File: src/rtl/player_input_ctrl.sv
// player_input_ctrl
// Turns the two raw player push-buttons and the active-low VGA vertical sync
// into frame-aligned move requests. Each button is synchronised and debounced
// by its own small FSM. Left+right held together cancels to no movement.
// A one-cycle frame tick fires on each vsync assertion. The resolved requests
// are latched on that tick, so the position stage sees stable inputs all frame.

module player_input_ctrl #(
  parameter int DEBOUNCE_CYCLES = 250000,
  parameter int CNT_WIDTH       = 18
) (
  input  logic i_Clk,
  input  logic i_Rst_n,
  input  logic i_Btn_Left_Raw,
  input  logic i_Btn_Right_Raw,
  input  logic i_VSync,
  output logic o_Btn_Left,
  output logic o_Btn_Right,
  output logic o_fTick,
  output logic o_Left_Db,
  output logic o_Right_Db
);

  typedef enum logic [1:0] {
    IDLE,
    PRESS_WAIT,
    PRESSED,
    RELEASE_WAIT
  } db_state_t;

  localparam logic [CNT_WIDTH-1:0] CNT_LAST = CNT_WIDTH'(DEBOUNCE_CYCLES - 1);
  localparam logic [CNT_WIDTH-1:0] CNT_ONE  = CNT_WIDTH'(1);

  // Index 0 is the left button, index 1 is the right button.
  logic [1:0]           btn_meta;
  logic [1:0]           btn_sync;
  logic                 vs_meta;
  logic                 vs_sync;
  logic                 vs_prev;
  logic                 vs_fall;
  db_state_t            state_q [2];
  db_state_t            state_d [2];
  logic [CNT_WIDTH-1:0] cnt_q   [2];
  logic [CNT_WIDTH-1:0] cnt_d   [2];
  logic [1:0]           db_q;
  logic [1:0]           db_d;
  logic                 req_left;
  logic                 req_right;

  // Two-flop synchronisers. Vsync idles high, so its flops reset high; this keeps reset release from looking like a vsync fall.
  always_ff @(posedge i_Clk or negedge i_Rst_n) begin
    if (!i_Rst_n) begin
      btn_meta <= 2'b00;
      btn_sync <= 2'b00;
      vs_meta  <= 1'b1;
      vs_sync  <= 1'b1;
    end else begin
      btn_meta <= {i_Btn_Right_Raw, i_Btn_Left_Raw};
      btn_sync <= btn_meta;
      vs_meta  <= i_VSync;
      vs_sync  <= vs_meta;
    end
  end

  // Debounce state, stability counters and debounced levels for both buttons.
  always_ff @(posedge i_Clk or negedge i_Rst_n) begin
    if (!i_Rst_n) begin
      for (int i = 0; i < 2; i++) begin
        state_q[i] <= IDLE;
        cnt_q[i]   <= '0;
      end
      db_q <= 2'b00;
    end else begin
      for (int i = 0; i < 2; i++) begin
        state_q[i] <= state_d[i];
        cnt_q[i]   <= cnt_d[i];
      end
      db_q <= db_d;
    end
  end

  // Debounce next-state logic: a new level must hold for DEBOUNCE_CYCLES cycles; any bounce restarts the wait.
  always_comb begin
    state_d = state_q;
    cnt_d   = cnt_q;
    db_d    = 2'b00;
    for (int i = 0; i < 2; i++) begin
      case (state_q[i])
        IDLE: begin
          if (btn_sync[i]) begin
            state_d[i] = PRESS_WAIT;
            cnt_d[i]   = '0;
          end
        end
        PRESS_WAIT: begin
          if (!btn_sync[i]) begin
            state_d[i] = IDLE;
            cnt_d[i]   = '0;
          end else if (cnt_q[i] == CNT_LAST) begin
            state_d[i] = PRESSED;
            cnt_d[i]   = '0;
          end else begin
            cnt_d[i] = cnt_q[i] + CNT_ONE;
          end
        end
        PRESSED: begin
          if (!btn_sync[i]) begin
            state_d[i] = RELEASE_WAIT;
            cnt_d[i]   = '0;
          end
        end
        RELEASE_WAIT: begin
          if (btn_sync[i]) begin
            state_d[i] = PRESSED;
            cnt_d[i]   = '0;
          end else if (cnt_q[i] == CNT_LAST) begin
            state_d[i] = IDLE;
            cnt_d[i]   = '0;
          end else begin
            cnt_d[i] = cnt_q[i] + CNT_ONE;
          end
        end
        default: begin
          state_d[i] = IDLE;
          cnt_d[i]   = '0;
        end
      endcase
      db_d[i] = (state_d[i] == PRESSED) || (state_d[i] == RELEASE_WAIT);
    end
  end

  assign o_Left_Db  = db_q[0];
  assign o_Right_Db = db_q[1];

  // A left+right conflict cancels both requests.
  assign req_left  = db_q[0] & ~db_q[1];
  assign req_right = db_q[1] & ~db_q[0];
  assign vs_fall   = vs_prev & ~vs_sync;

  // Frame tick on vsync fall. Requests latch from debounced levels that settled before this edge.
  always_ff @(posedge i_Clk or negedge i_Rst_n) begin
    if (!i_Rst_n) begin
      vs_prev     <= 1'b1;
      o_fTick     <= 1'b0;
      o_Btn_Left  <= 1'b0;
      o_Btn_Right <= 1'b0;
    end else begin
      vs_prev <= vs_sync;
      o_fTick <= vs_fall;
      if (vs_fall) begin
        o_Btn_Left  <= req_left;
        o_Btn_Right <= req_right;
      end
    end
  end

endmodule
File: config.mk
export PLATFORM = sky130hd
export DESIGN_NAME = player_input_ctrl
export DESIGN_NICKNAME = d
export VERILOG_FILES = /design/src/rtl/player_input_ctrl.sv
export SDC_FILE = /design/constraint.sdc
export NUM_CORES = 1
export LEC_CHECK = 0
export ABC_AREA = 1
export ABC_CLOCK_PERIOD_IN_PS = 1410
export CORE_UTILIZATION = 30
export CTS_BUF_LIST = sky130_fd_sc_hd__clkbuf_2 sky130_fd_sc_hd__clkbuf_4 sky130_fd_sc_hd__clkbuf_8
export CTS_CLUSTER_SIZE = 10
export DETAILED_ROUTE_END_ITERATION = 7
export DONT_BUFFER_PORTS = 1
export GPL_TIMING_DRIVEN = 1
export PLACE_DENSITY_LB_ADDON = 0.15
export SYNTH_ARGS = -nofsm -noshare
export SYNTH_HDL_FRONTEND = slang
export SYNTH_SLANG_ARGS = --single-unit
File: constraint.sdc
create_clock -name i_Clk -period 1.41 [get_ports i_Clk]
set_input_delay 0.2115 -clock i_Clk [delete_from_list [all_inputs] [get_ports i_Clk]]
set_output_delay 0.2115 -clock i_Clk [all_outputs]
set_load 0.01 [all_outputs]
# Word level (Yosys, flattened, before mapping)
# Index checks and enable logic that the tools add are counted.
[classes] addsub=2 n_eq_ne=16 n_mux=26 bitwise_logic=6 n_reduce_logical=6
[op_table] cell="$mux 18" count=10
[op_table] cell="$pmux 18 s4" count=2
[op_table] cell="$add 18x1->18 const B" count=2
[op_table] cell="$eq 18x18->1 const B" count=2
[op_table] cell="$mux 2" count=12
[op_table] cell="$eq 2x2->1 const B" count=8
[op_table] cell="$pmux 2 s4" count=2
[op_table] cell="$ne 2x2->1 const B" count=4
[op_table] cell="$eq 2x1->1 const B" count=2
[op_table] cell="$logic_not 2->1" count=2
[op_table] cell="$reduce_and 2->1" count=2
[op_table] cell="$and 1x1->1" count=3
[op_table] cell="$not 1->1" count=3
[op_table] cell="$logic_or 1x1->1" count=2
[totals] ff_bits=52 in_bits=5 output_inout_bits=5 elab_cells=69

# Logic depth before layout (Yosys ltp)
# Gate-level depths: netlist of run 1.
[logic_depth] depth_word=6 depth_mapped=10 mapped_depth_nobuf=10

# Least setup slack after synthesis of run 1
# Ideal clock, no wire load.
[synth_timing] path_type="flip-flop to flip-flop" from="register cnt_q[18] (netlist bit)" to="register cnt_q[32] (netlist bit)" setup_ns=0.116 arrival_time_ns=1.217 required_time_ns=1.294 path_slack_ns=0.076 stages_incl_launch_ff=11 n_path_buf=0 synth_period_minus_slack_ns=1.334 path_cell_list="dfrtp_1 -> ha_1 -> nand2_1 -> nor2_2 -> nand2_2 -> nor2_4 -> nand2_1 -> nor2_1 -> nor2_1 -> nand2_1 -> nand2_1"
[synth_between] elab_chain_len=4 elab_cells_between_ends=6 classes_between="add/sub: 1; eq/ne: 1; mux: 4"
[synth_lines] element="start, declared" line_no="43" source="logic [CNT_WIDTH-1:0] cnt_q [2];"
[synth_lines] element="start signal, assigned by index" line_no="76" source="cnt_q[i] <= cnt_d[i];"
[synth_lines] element="$add 18x1->18 / $eq 18x18->1 (equally long branches)"
[synth_lines] element="$mux 18 *" line_no="99, 116"
[synth_lines] element="$mux 18, on equally long branches" line_no="113, 96"
[synth_lines] element="$pmux 18 s4 *" line_no="88" source="case (state_q[i])"
# Mark *: on every way between the ends. The rest lies on a longest branch, timed or not.
# A chain may end at the register's enable or synchronous reset.

# Worst setup path after layout of run 1
[layout_timing] from="register cnt_q[0] (netlist bit)" to="register cnt_q[6] (netlist bit)"
# The elaborated chain is that of the path after synthesis.

==> results of run 1 <==
kinds of logic (layout without fill, tap and decap cells):
family,after synthesis,after routing
flip-flops,52,52
XOR/XNOR,20,20
AND/OR/NAND/NOR,188,188
adder cells (fa/ha/maj),2,2
AO/OA/AOI/OAI,40,40
buffers and inverters,41,110
state kept, by name (all words and copies together) (netlist names):
| name | count |
|---|---|
| cnt_q | 36 |
| state_q | 4 |
| btn_meta | 2 |
| btn_sync | 2 |
| db_q | 2 |
| o_Btn_Left | 1 |
| o_Btn_Right | 1 |
| o_fTick | 1 |
| vs_meta | 1 |
| vs_prev | 1 |
| vs_sync | 1 |
routing by layer:
metal,up-vias,part of all wire,track usage
li1,1234,-,-
met1,1091,0.47,0.1705
met2,17,0.49,0.2356
met3,9,0.017,0.02178
met4,0,0.016,0.04299
met5,-,0,0
critical path, stage by stage, from the launching register on:
cell and delay [ns]:
dfrtp_1 0.38, ha_2 0.22, nand3_4 0.13, nor2_4 0.18, buf_6 0.12, nand2_2 0.05
xor2_2 0.18, o21ai_4 0.06
how the worst min path moves through the flow:
stage	end	slack [ns]	cells after the start
after floorplan	btn_meta[0]$_DFF_PN0_	-0.08	0
after global placement	cnt_q[26]$_DFFE_PN0P_	-0.08	0
after detailed placement	cnt_q[26]$_DFFE_PN0P_	-0.08	0
after CTS	cnt_q[21]$_DFFE_PN0P_	-0.44	0
after global routing	cnt_q[21]$_DFFE_PN0P_	-0.45	0
final	cnt_q[28]$_DFFE_PN0P_	-0.42	0
cell type report:
| class | instances | share of cell area |
|---|---|---|
| multi-input combinational | 250 | 0.4096 |
| tap | 129 | 0.04224 |
| clock inverter | 3 | 0.006549 |
| clock buffer | 5 | 0.01801 |
| sequential | 52 | 0.3425 |
| timing repair buffer | 65 | 0.1441 |
| inverter | 37 | 0.03700 |
layout by cell type, fill, tap and decap left out, drive strengths merged, types with 3 or more instances in the layout:
| cell type | instances |
|---|---|
| nand2 | 100 |
| buf | 62 |
| dfrtp | 49 |
| nor2 | 49 |
| inv | 38 |
| nand3 | 24 |
| o21ai | 20 |
| xor2 | 17 |
| nand4 | 8 |
| o22ai | 8 |
| o21bai | 5 |
| clkbuf | 5 |
| nand3b | 4 |
| a21oi | 4 |
| dlygate4sd3 | 3 |
| dfstp | 3 |
| xnor2 | 3 |
repair_timing:
item	CTS	global route
buffers inserted	4	7
resized for setup	10	53
hold endpoints to repair	55	52
pin swaps	2	19
endpoints found under the setup margin	30	40
through the flow:
stage,power [mW],cells
global route,2.740,541
global placement,1.716,521
floorplan,1.651,343
CTS,2.665,536
detailed placement,1.716,521
finish,2.643,541
report_power, final:
group          switching, mW  internal [mW]  total [mW]
clock network          0.567          0.364       0.931
registers             0.0185           1.52        1.54
logic                 0.0936         0.0808       0.174
==> impl_metrics.env, run 1 <==
export IMPL_n_fill_cell=930
export IMPL_tns_ns=-0.1047
export IMPL_drt_iter0_markers=61
export IMPL_register_area_mm2=0.001309
export IMPL_synth_top_area_frac=0.4294
export IMPL_rsz0062_at_grt="true"
export IMPL_synthFlopType="dfrtp_1"
export IMPL_die_w_um=99.56
export IMPL_p_leak_nw=1.747
export IMPL_ioPinCount=10
export IMPL_detail_route_antenna_nets=0
export IMPL_synth_top_family_by_area="simple AND/OR/NAND/NOR gates"
export IMPL_rows=35
export IMPL_post_dp_hpwl_um=4700
export IMPL_cts_tree="done"
export IMPL_hold_class="in -> async"
export IMPL_drive_gt1_frac=0.3641
export IMPL_syn2layout_area_growth_pct=33.83
export IMPL_async_flop_share=1.000
export IMPL_violations="negative hold slack, negative setup slack"
export IMPL_io_buffers=0
export IMPL_path_clk_slew_ns=0.11
export IMPL_ctsLongestPathBuffers=2
export IMPL_peakVddDrop_mv=0.3932
export IMPL_fmax_mhz=698.7
export IMPL_vias=2351
export IMPL_crit_arrival_ns=1.64
export IMPL_synthAdderAreaFrac=0.008764
export IMPL_status="finished, violations left"
export IMPL_worstReg2RegStart="cnt_q[0]$_DFFE_PN0P_"
export IMPL_synth_nets=350
export IMPL_fp_dieArea_mm2=0.009911
export IMPL_critPathKind="reg -> reg"
export IMPL_final_hold_violation_count=52
export IMPL_synth_distinct_cells=39
export IMPL_worst_setup_path_end_kind="flip-flop"
export IMPL_ys_top_cells_by_area="dfrtp_1, nand2_1, nor2_1, xor2_1, inv_1"
export IMPL_final_area_mm2=0.003821
export IMPL_reg2reg_slack_ns=-0.02
export IMPL_synth_seq_cells=52
export IMPL_cts_buffers=5
export IMPL_htree_levels=2
export IMPL_multi_input_comb_area_mm2=0.001565
export IMPL_gp_congestion=0.7644
export IMPL_utilization=0.4135
export IMPL_yosysMostFrequentCell="nand2_1"
export IMPL_drv_slew=0
export IMPL_path_max_fanout=4
export IMPL_die_y_um=99.56
export IMPL_grt_use_total=0.1350
export IMPL_ys_top_cells_by_count="nand2_1, dfrtp_1, nor2_1, inv_1, nand3_1"
export IMPL_yosys_area_top_type="dfrtp_1"
export IMPL_synthMuxAreaShare=0
export IMPL_holdWs_ns=-0.4224
export IMPL_grt_pass1_wl_um=10690
export IMPL_antenna_cells=0
export IMPL_clock_sinks=52
export IMPL_wl_um=6459
export IMPL_synth_xor_area_share=0.06398
export IMPL_ys_warn_count=0
export IMPL_start_util=0.3090
export IMPL_avgRoutedWirePerCell_um=11.94
export IMPL_grt_max_degree=53
export IMPL_viasPerCell=4.346
export IMPL_drv_cap=0
export IMPL_fin_skew_ns=0.006560
export IMPL_r2r_end="cnt_q[6]$_DFFE_PN0P_"
export IMPL_rr_worst_depth=7
export IMPL_yosysSeqAreaShare=0.4571
export IMPL_netlist_area_mm2=0.002855
export IMPL_synth_enable_flop_cells=0
export IMPL_drc=0
export IMPL_synth_compound_area_frac=0.1030
export IMPL_setup_violations=8
export IMPL_cts_root_buf="clkbuf_8"
export IMPL_startpoint_type="flip-flop"
export IMPL_worst_pin_slew_ns=0.2530
export IMPL_synthCells=343
export IMPL_grt_overflow_total=0
export IMPL_yosys_area_share_simple=0.3032
export IMPL_clk_latency_ns=0.31
export IMPL_period_share=1.015
export IMPL_fin_ws_ns=-0.02131
export IMPL_relSlewSlack=0.8291
export IMPL_post_dp_cell_area_mm2=0.003396
export IMPL_critPathRequiredTime_ns=1.62
export IMPL_core_area_mm2=0.009240
export IMPL_synth_avg_cell_area_um2=8.324
export IMPL_nNetsFinal=418
export IMPL_cts_hold_buf=3
export IMPL_grt_antenna_before_repair=0
export IMPL_firstDrtPassIters=4
export IMPL_powerDensity_mw_per_mm2=691.6
export IMPL_cp_endpoint="cnt_q[6]$_DFFE_PN0P_"
export IMPL_cp_startpoint="cnt_q[0]$_DFFE_PN0P_"
export IMPL_post_route_min_period_ns=1.431
export IMPL_post_place_ws_ns=-0.06550
export IMPL_grt_pass1_vias=2339
Power figures use the tool's default switching activity.
==> run 2: changes to the inputs <==
- CORE_UTILIZATION: 30 -> 59
- HOLD_SLACK_MARGIN: not set -> 0.06
==> run 2 against run 1 <==
The run still ends with negative hold slack, negative setup slack left. Critical path depth rose by 3. Sequential share of layout area grew 0.47 points. Die area shrank 48%. Worst hold slack gained 0.020 ns. Fmax down 4.7%.
==> impl_metrics.env, run 2 (synthesized netlist as in run 1, its figures left out) <==
export IMPL_path_clk_slew_ns=0.09
export IMPL_gp_congestion=0.8413
export IMPL_grt_overflow_total=0
export IMPL_hold_class="in -> async"
export IMPL_htree_levels=2
export IMPL_rows=24
export IMPL_grt_pass1_vias=2320
export IMPL_drc=0
export IMPL_grt_pass1_wl_um=10630
export IMPL_wl_um=7672
export IMPL_post_place_ws_ns=-0.04141
export IMPL_drv_slew=0
export IMPL_io_buffers=0
export IMPL_utilization=0.8361
export IMPL_die_y_um=71.57
export IMPL_reg2reg_slack_ns=-0.09
export IMPL_cts_root_buf="clkbuf_8"
export IMPL_grt_antenna_before_repair=0
export IMPL_setup_violations=29
export IMPL_vias=2650
export IMPL_ioPinCount=10
export IMPL_grt_max_degree=53
export IMPL_post_route_min_period_ns=1.501
export IMPL_start_util=0.6339
export IMPL_holdWs_ns=-0.4029
export IMPL_post_dp_cell_area_mm2=0.003152
export IMPL_detail_route_antenna_nets=0
export IMPL_grt_use_total=0.2703
export IMPL_drv_cap=0
export IMPL_top_regs="cnt_q x36, state_q x4"
export IMPL_largest_reg_flops=36
export IMPL_die_w_um=71.57
export IMPL_power_total_mw=2.643
export IMPL_fin_ws_ns=-0.09118
export IMPL_finalNonFillerCells=464
export IMPL_largest_register="cnt_q"
export IMPL_peakVddDrop_mv=0.8295
export IMPL_ctsLongestPathBuffers=2
export IMPL_powerDensity_mw_per_mm2=701.7
export IMPL_critPathRequiredTime_ns=1.60
export IMPL_dp_cells=426
export IMPL_path_max_fanout=4
export IMPL_critPathKind="reg -> reg"
export IMPL_drive_gt1_frac=0.3786
export IMPL_clk_latency_ns=0.30
export IMPL_worst_setup_path_end_kind="flip-flop"
export IMPL_crit_arrival_ns=1.69
export IMPL_cts_buffers=5
export IMPL_final_cell_mix="nand2_1, buf_4, dfrtp_1"
export IMPL_final_hold_violation_count=52
export IMPL_firstDrtPassIters=5
export IMPL_viasPerCell=5.711
export IMPL_startpoint_type="flip-flop"
export IMPL_fp_dieArea_mm2=0.005122
export IMPL_period_share=1.065
export IMPL_cts_hold_buf=3
export IMPL_drt_iter0_markers=303
export IMPL_cts_tree="done"
export IMPL_clock_sinks=52
export IMPL_fin_skew_ns=0.009572
export IMPL_rsz0062_at_grt="true"
export IMPL_post_dp_hpwl_um=4372
export IMPL_avgRoutedWirePerCell_um=16.53
export IMPL_fmax_mhz=666.1
export IMPL_antenna_cells=0
export IMPL_worst_pin_slew_ns=0.3439
export IMPL_core_area_mm2=0.004504
export IMPL_final_common_cell="nand2_1"
export IMPL_nNetsFinal=418
export IMPL_syn2layout_area_growth_pct=31.90
export IMPL_p_leak_nw=1.751
export IMPL_violations="negative hold slack, negative setup slack"
export IMPL_tns_ns=-0.7133
export IMPL_status="finished, violations left"
export IMPL_final_area_mm2=0.003766
export IMPL_relSlewSlack=0.7677
## run 2: changes by cell type in the layout (fill, tap and decap cells not counted), sizes merged
cell,previous run,this run
clkbuf,5,8
inv,38,36
clkinvlp,1,0
## run 2: layout make-up
cell class                      count  area (um^2)
Inverter                           37        141.4
Tap cell                           52        65.06
Sequential cell                    52         1308
Clock buffer                        8        97.59
Fill cell                         241        738.2
Multi-Input combinational cell    250         1620
Timing Repair Buffer               65        534.3
## run 2: worst max-delay path, cell delays in order (launching register included)
cell and delay (ns):
dfrtp_1 0.43, ha_4 0.20, nand2_4 0.06, nor2_4 0.13, nand2_4 0.09, nor2_4 0.14, nand2_2 0.08, nor2_1 0.11
nor2_1 0.06, nand2_1 0.05, nand2_1 0.05
## run 2: power breakdown
group / switching (mW) / internal, mW / total (mW)
Combinational: 0.109 / 0.0888 / 0.198
Sequential: 0.0227 / 1.52 / 1.54
Clock: 0.464 / 0.440 / 0.904
Total: 0.596 / 2.05 / 2.64
## run 2: timing repair
action / CTS / global route
buffers inserted: 12 / 17
pin swaps: 9 / 38
endpoints found under the setup margin: 24 / 40
endpoints found under the hold margin: 55 / 52
gates resized for setup: 11 / 65
## run 2: path summary, 6_finish.rpt
kind,start,to,cells after the start
worst max-delay path,cnt_q[19]$_DFFE_PN0P_,cnt_q[32]$_DFFE_PN0P_,10
worst min-delay path,i_Rst_n,cnt_q[17]$_DFFE_PN0P_,0
worst max register to register,cnt_q[19]$_DFFE_PN0P_,cnt_q[32]$_DFFE_PN0P_,10
worst min register to register,btn_meta[1]$_DFF_PN0_,btn_sync[1]$_DFF_PN0_,0
max in group asynchronous,i_Rst_n,vs_prev$_DFF_PN1_,0
min in group i_Clk,btn_meta[1]$_DFF_PN0_,btn_sync[1]$_DFF_PN0_,0
## run 2: layer usage
metal | GRT usage | vias up | wire (um)
met5 | 0 | - | 0
met1 | 0.3846 | 1269 | 3300
met2 | 0.4349 | 126 | 3719
met3 | 0.05063 | 23 | 505
li1 | - | 1232 | -
met4 | 0.06100 | 0 | 147
